### src/rtl/reg_file_pkg.sv
// Shared register-file definitions used by decode, ALU and the register file itself.
package reg_file_pkg;

  localparam int REGISTER_WIDTH  = 32;
  localparam int REG_INDEX_WIDTH = 5;
  localparam int NUM_REGS        = 2 ** REG_INDEX_WIDTH;

  typedef logic [REGISTER_WIDTH-1:0]  reg_data_t;
  typedef logic [REG_INDEX_WIDTH-1:0] reg_index_t;

  localparam reg_index_t ZERO_REG_INDEX = '0;

endpackage

### src/rtl/reg_file_2r1w_if.sv
// Register-file access bus: one write port from writeback, two read ports to execute.
interface reg_file_2r1w_if #(
  parameter int REGISTER_WIDTH  = reg_file_pkg::REGISTER_WIDTH,
  parameter int REG_INDEX_WIDTH = reg_file_pkg::REG_INDEX_WIDTH
);

  logic                       wr_en;
  logic [REG_INDEX_WIDTH-1:0] wr_reg_index;
  logic [REGISTER_WIDTH-1:0]  wr_reg_data;
  logic [REG_INDEX_WIDTH-1:0] rd_reg_index_1;
  logic [REG_INDEX_WIDTH-1:0] rd_reg_index_2;
  logic [REGISTER_WIDTH-1:0]  reg_data_1;
  logic [REGISTER_WIDTH-1:0]  reg_data_2;

  modport master (
    output wr_en, wr_reg_index, wr_reg_data, rd_reg_index_1, rd_reg_index_2,
    input  reg_data_1, reg_data_2
  );

  modport slave (
    input  wr_en, wr_reg_index, wr_reg_data, rd_reg_index_1, rd_reg_index_2,
    output reg_data_1, reg_data_2
  );

endinterface

### src/rtl/reg_file_read_port.sv
// One combinational read port: index decode, register-0 override and, when
// REG_FILE_BYPASS_EN is defined, write-through forwarding from the write port.
module reg_file_read_port #(
  parameter int REGISTER_WIDTH  = 32,
  parameter int REG_INDEX_WIDTH = 5
) (
  input  logic [(2**REG_INDEX_WIDTH)-1:0][REGISTER_WIDTH-1:0] regs,
  input  logic [REG_INDEX_WIDTH-1:0]                          rd_index,
`ifdef REG_FILE_BYPASS_EN
  input  logic                                                rst,
  input  logic                                                wr_en,
  input  logic [REG_INDEX_WIDTH-1:0]                          wr_index,
  input  logic [REGISTER_WIDTH-1:0]                           wr_data,
`endif
  output logic [REGISTER_WIDTH-1:0]                           rd_data
);

  import reg_file_pkg::*;

  logic rd_is_zero;

  assign rd_is_zero = (rd_index == REG_INDEX_WIDTH'(ZERO_REG_INDEX));

  // An X index selects X from the array and leaves every compare below unresolved,
  // so only this port sees X.
  always_comb begin
    // NOTE: assigning a default first on every path keeps this block free of latches.
    rd_data = regs[rd_index];
`ifdef REG_FILE_BYPASS_EN
    if (wr_en && !rst && (wr_index == rd_index)) begin
      rd_data = wr_data;
    end
`endif
    if (rd_is_zero) begin
      rd_data = '0;
    end
  end

endmodule

### src/rtl/reg_file_2r1w.sv
// Two-read, one-write register file with register 0 hardwired to zero.
// Optional write-through forwarding on both read ports via REG_FILE_BYPASS_EN.
module reg_file_2r1w #(
  parameter int REGISTER_WIDTH  = reg_file_pkg::REGISTER_WIDTH,
  parameter int REG_INDEX_WIDTH = reg_file_pkg::REG_INDEX_WIDTH
) (
  input logic             clk,
  input logic             rst,
  reg_file_2r1w_if.slave  bus
);

  localparam int NUM_REGS = 2 ** REG_INDEX_WIDTH;

  logic [NUM_REGS-1:0][REGISTER_WIDTH-1:0] regs_d;
  logic [NUM_REGS-1:0][REGISTER_WIDTH-1:0] regs_q;

  // Entry 0 is never loaded, so it holds its reset value of zero forever. Each entry
  // compares against the write index on its own, so an X index corrupts nothing.
  always_comb begin
    regs_d = regs_q;
    if (rst) begin
      regs_d = '0;
    end else if (bus.wr_en) begin
      for (int i = 1; i < NUM_REGS; i++) begin
        if (bus.wr_reg_index == REG_INDEX_WIDTH'(i)) begin
          regs_d[i] = bus.wr_reg_data;
        end
      end
    end
  end

  // NOTE: the whole array is reset because software relies on every register reading
  // zero after reset; without that requirement the data flops would be left unreset.
  always_ff @(posedge clk) begin
    // NOTE: non-blocking assignment so every flop samples pre-edge values.
    regs_q <= regs_d;
  end

  reg_file_read_port #(
    .REGISTER_WIDTH  (REGISTER_WIDTH),
    .REG_INDEX_WIDTH (REG_INDEX_WIDTH)
  ) u_read_port_1 (
    .regs     (regs_q),
    .rd_index (bus.rd_reg_index_1),
`ifdef REG_FILE_BYPASS_EN
    .rst      (rst),
    .wr_en    (bus.wr_en),
    .wr_index (bus.wr_reg_index),
    .wr_data  (bus.wr_reg_data),
`endif
    .rd_data  (bus.reg_data_1)
  );

  reg_file_read_port #(
    .REGISTER_WIDTH  (REGISTER_WIDTH),
    .REG_INDEX_WIDTH (REG_INDEX_WIDTH)
  ) u_read_port_2 (
    .regs     (regs_q),
    .rd_index (bus.rd_reg_index_2),
`ifdef REG_FILE_BYPASS_EN
    .rst      (rst),
    .wr_en    (bus.wr_en),
    .wr_index (bus.wr_reg_index),
    .wr_data  (bus.wr_reg_data),
`endif
    .rd_data  (bus.reg_data_2)
  );

endmodule

### src/flat_wrapper.sv
// flat-port wrapper written by rule: the top's interface ports become plain ports
module reg_file_2r1w_flat 
#(
  parameter int REGISTER_WIDTH  = reg_file_pkg::REGISTER_WIDTH,
  parameter int REG_INDEX_WIDTH = reg_file_pkg::REG_INDEX_WIDTH
)
  (clk, rst, bus_wr_en, bus_wr_reg_index, bus_wr_reg_data, bus_rd_reg_index_1, bus_rd_reg_index_2, bus_reg_data_1, bus_reg_data_2);
  reg_file_2r1w_if #(.REGISTER_WIDTH(REGISTER_WIDTH), .REG_INDEX_WIDTH(REG_INDEX_WIDTH)) bus_i ();
  input logic clk;
  input logic rst;
  input wire logic [$bits(bus_i.wr_en)-1:0] bus_wr_en;
  input wire logic [$bits(bus_i.wr_reg_index)-1:0] bus_wr_reg_index;
  input wire logic [$bits(bus_i.wr_reg_data)-1:0] bus_wr_reg_data;
  input wire logic [$bits(bus_i.rd_reg_index_1)-1:0] bus_rd_reg_index_1;
  input wire logic [$bits(bus_i.rd_reg_index_2)-1:0] bus_rd_reg_index_2;
  output wire logic [$bits(bus_i.reg_data_1)-1:0] bus_reg_data_1;
  output wire logic [$bits(bus_i.reg_data_2)-1:0] bus_reg_data_2;
  assign bus_i.wr_en = bus_wr_en;
  assign bus_i.wr_reg_index = bus_wr_reg_index;
  assign bus_i.wr_reg_data = bus_wr_reg_data;
  assign bus_i.rd_reg_index_1 = bus_rd_reg_index_1;
  assign bus_i.rd_reg_index_2 = bus_rd_reg_index_2;
  assign bus_reg_data_1 = bus_i.reg_data_1;
  assign bus_reg_data_2 = bus_i.reg_data_2;
  reg_file_2r1w #(.REGISTER_WIDTH(REGISTER_WIDTH), .REG_INDEX_WIDTH(REG_INDEX_WIDTH)) u_core (.clk(clk), .rst(rst), .bus(bus_i));
endmodule
### config.mk
export PLATFORM = sky130hd
export DESIGN_NAME = reg_file_2r1w_flat
export DESIGN_NICKNAME = d
export VERILOG_FILES = /design/src/rtl/reg_file_pkg.sv /design/src/rtl/reg_file_2r1w_if.sv /design/src/rtl/reg_file_read_port.sv /design/src/rtl/reg_file_2r1w.sv /design/src/flat_wrapper.sv
export SDC_FILE = /design/constraint.sdc
export NUM_CORES = 2
export LEC_CHECK = 0
export CAP_MARGIN = 40
export CORE_ASPECT_RATIO = 1.4
export CORE_MARGIN = 2
export CORE_UTILIZATION = 60
export CTS_CLUSTER_DIAMETER = 100
export DETAILED_ROUTE_END_ITERATION = 10
export PLACE_DENSITY = 0.76
export RECOVER_POWER = 100
export SYNTH_ARGS = -nofsm -noshare
export SYNTH_HDL_FRONTEND = slang
export SYNTH_HIERARCHICAL = 1
export SYNTH_SLANG_ARGS = --single-unit
export TNS_END_PERCENT = 30
### constraint.sdc
create_clock -name clk -period 1.84 [get_ports clk]
set_clock_uncertainty 0.1 [all_clocks]
set_input_delay 0.184 -clock clk [delete_from_list [all_inputs] [get_ports clk]]
set_output_delay 0.184 -clock clk [all_outputs]
set_load 0.01 [all_outputs]
==> run_results.csv <==
group,metric,value,unit
outcome,violations,"setup timing",
logic_synthesis,synth_cell_types,36,
clock_network,clk_latency,710,ps
drt,drt-pass1-iter-count,6,
final_layout,layout.nets,5108,
logic_synthesis,async_reset_ff_frac,0,
logic_synthesis,synth_area_leaders,"dfxtp_1 36%, mux2i_1 20%, mux4_2 18%",
critical_path,r2r_end,"u_core/regs_q[967]",
placement,place_area,62200,um^2
clock_network,cts_buffer_depth,3,
critical_path,path_max_fanout,3,
drt,wl,186000,um
grt,grt_pass1_wl,274000,um
floorplan,core-area,91000,um^2
drt,viasPerCell,6.64,
sta,finalHoldViolations,0,
critical_path,crit_type,"flop to output pin",
drt,wl_per_cell,29.3,um
sta,period_minus_slack,2660,ps
job,cap_violations,0,
placement,dp_slack,-1240,ps
outcome,status,"complete, but fails checks",
critical_path,slowest_delay,480,ps
final_layout,area_growth,20.2,%
critical_path,reg2reg_slack,900,ps
clock_network,cts.htree.levels,3,
logic_synthesis,synth.top_cell.area_share,0.361,
final_layout,drive_gt1_frac,0.328,
worst_hold_path,min_path_type,"primary input to flop",
logic_synthesis,synthesis.area,55000,um^2
drt,drt.antenna.violating_nets,0,
logic_synthesis,ys_seq_area_frac,0.361,
sta,period_share,1.45,
clock_network,cts_tree,"built",
grt,first_global_vias,43400,
critical_path,cp.depth,6,
final_layout,largest_reg_flops,992,
power_and_ir_drop,power.density,736,nW/um^2
grt,overflow,0,
sta,fin_hold_ws,222,ps
floorplan,placementRows,131,
sta,tightest_slew,871,ps
final_layout,regMostFlops,"u_core/regs_q",
clock_network,clkTransAtPathRegs,60,ps
logic_synthesis,synth_ff_type,"dfxtp_1",
floorplan,start_util,0.604,
logic_synthesis,synth_edf_count,0,
logic_synthesis,syn_inst,4694,
critical_path,cp.buffers_inverters,2,
sta,rsz0062_at_grt,"yes",
final_layout,fin_util,0.726,
floorplan,die_width,260,um
final_layout,reg.largest.list,"u_core/regs_q: 992 flops",
clock_network,cts_root_buf,"clkbuf_16",
critical_path,r2r.worst_path.cells,3,
critical_path,slowest_stage,"mux4_2",
critical_path,r2r_start,"u_core/regs_q[967]",
power_and_ir_drop,power,48.6,mW
clock_network,cts_sinks,992,
clock_network,cts_made_buffers,99,
sta,setup_viol,315,
critical_path,start_kind,"flop",
drt,post-route-drc-count,0,
logic_synthesis,yosysWarnings,6,
floorplan,die_area,94100,um^2
critical_path,crit_end,"bus_reg_data_1[4]",
critical_path,end_kind,"output pin",
placement,io_buffers,113,
logic_synthesis,yosysTopAreaCell,"dfxtp_1",
grt,grt_max_degree,85,
critical_path,crit_path_cell_trace,"mux4_2, mux2_4, o21ai_2, a311oi_2, buf_4, buf_6",
critical_path,crit_start,"u_core/regs_q[196]",
sta,drv_slew,0,
critical_path,arrival,2380,ps
critical_path,critical-path-top-delay-family,"multiplexers",
power_and_ir_drop,p_leak,30.3,nW
sta,maxSlewHeadroom,0.418,
sta,setup_ws,-821,ps
placement,place_congestion,0.929,
critical_path,critPathRequiredTime,1560,ps
drt,first_iter_violations,3935,
logic_synthesis,synth_area_per_cell,11.7,um^2
sta,max_freq,0.376,GHz
grt,grt_usage,0.391,
grt,antenna_found_initial,8,
placement,dp_hpwl,123000,um
floorplan,io-pin-count,114,
floorplan,die_height,362,um
power_and_ir_drop,ir_drop,0.698,mV
logic_synthesis,synth-seq-cells,992,
drt,vias,42100,
final_layout,final_area,66100,um^2
cell type report:
class	instances	area, um^2
fillers	6096	24900
diodes	3	7.51
inverters	2	12.5
clock inverters	24	233
flip-flops and latches	992	20000
repair buffers	718	7460
clock buffers	159	3100
multi-input cells	3245	33800
well taps	1197	1500
cells in the final DEF (no fill, tap or decap), types with 12 or more instances in the layout:
cell type        netlist  final
buf_4                 81    398
clkdlybuf4s50_1        0     36
clkbuf_2               2     12
nand2b_1            1026   1024
o2111ai_1             16     14
mux2_2                64     26
nand2_4                0     16
mux4_2               448    448
buf_2                116     58
a211oi_2               0     56
a311oi_1              60     14
buf_6                 85     22
dfxtp_1              992    907
a22oi_1               64     57
nand2_1               34     44
a221oi_1              48     16
clkinv_2               0     16
mux2_4                 0     38
buf_8                  2     14
o21ai_1              106     44
clkbuf_16              0    103
mux2i_1             1120   1113
o21ai_2                2     61
clkbuf_1             226     32
dfxtp_2                0     84
a311oi_2               4     44
conb_1                 1     64
buf_12                 0    157
a221oi_2               0     30
clkbuf_8               0     31
nor2b_1               68     65
per-stage QoR:
step	TNS, ps	instances
5_1_grt	-99360	6338
2_1_floorplan	0	4757
3_3_place_gp	-192270	6177
4_1_cts	-46100	6337
6_report	-58090	6340
3_5_place_dp	-208970	6179
Yosys cell counts, types with 64 or more instances:
cell and count:
mux2_2 64, a211oi_1 64, buf_4 81, nor2b_1 68
nand2b_1 1026, clkbuf_1 226, mux2i_1 1120, a22oi_1 64
o21ai_1 106, buf_6 85, dfxtp_1 992, mux4_2 448
buf_2 116
routing by layer:
layer  global-route usage  vias up  part of all wire
li1                     -    17800                 -
met1                0.476    21200              0.36
met2                0.615     2326              0.46
met3               0.0874      828             0.094
met4                0.273       10             0.080
met5                    0        -           0.00033
worst min path at each step:
stage                     slack [ps]  cells past startpoint            endpoint                start
final                            220                      4  u_core/regs_q[470]  bus_wr_reg_data[22]
after floorplan                  290                      2  u_core/regs_q[119]  bus_wr_reg_data[23]
after CTS                        190                      4  u_core/regs_q[480]   bus_wr_reg_data[0]
after global routing             240                      4  u_core/regs_q[470]  bus_wr_reg_data[22]
after global placement           360                      2  u_core/regs_q[113]   u_core/regs_q[113]
after detailed placement         380                      2  u_core/regs_q[435]   u_core/regs_q[435]
where the power goes:
part,leakage (nW),switching (mW),internal [mW],total (mW)
registers,8.04,0.120,21.6,21.8
clock network,1.65,9.03,12.0,21.1
logic,20.7,3.18,2.61,5.79
repair_timing:
item	CTS	global route
pin swaps	66	33
hold endpoints to repair	11	0
endpoints found under the setup margin	64	64
setup buffers	2	2
resized for setup	503	132
hold buffers	1	0
worst reg2reg max path, cell delays in order, from the launching register on:
cell and delay (ps):
dfxtp_1 400, buf_4 130, nand2b_1 60, mux2i_1 170
cell families (layout without fill, tap and decap cells):
logic type      Yosys count  after routing  share of synthesized area
compound gates          368            368                     0.0486
other cells               1             67                  0.0000682
flops                   992            992                      0.361
mux                    1632           1632                      0.400
buf+inv                 520            903                     0.0561
simple gates           1181           1181                      0.134
(Power assumes the default switching activity.)
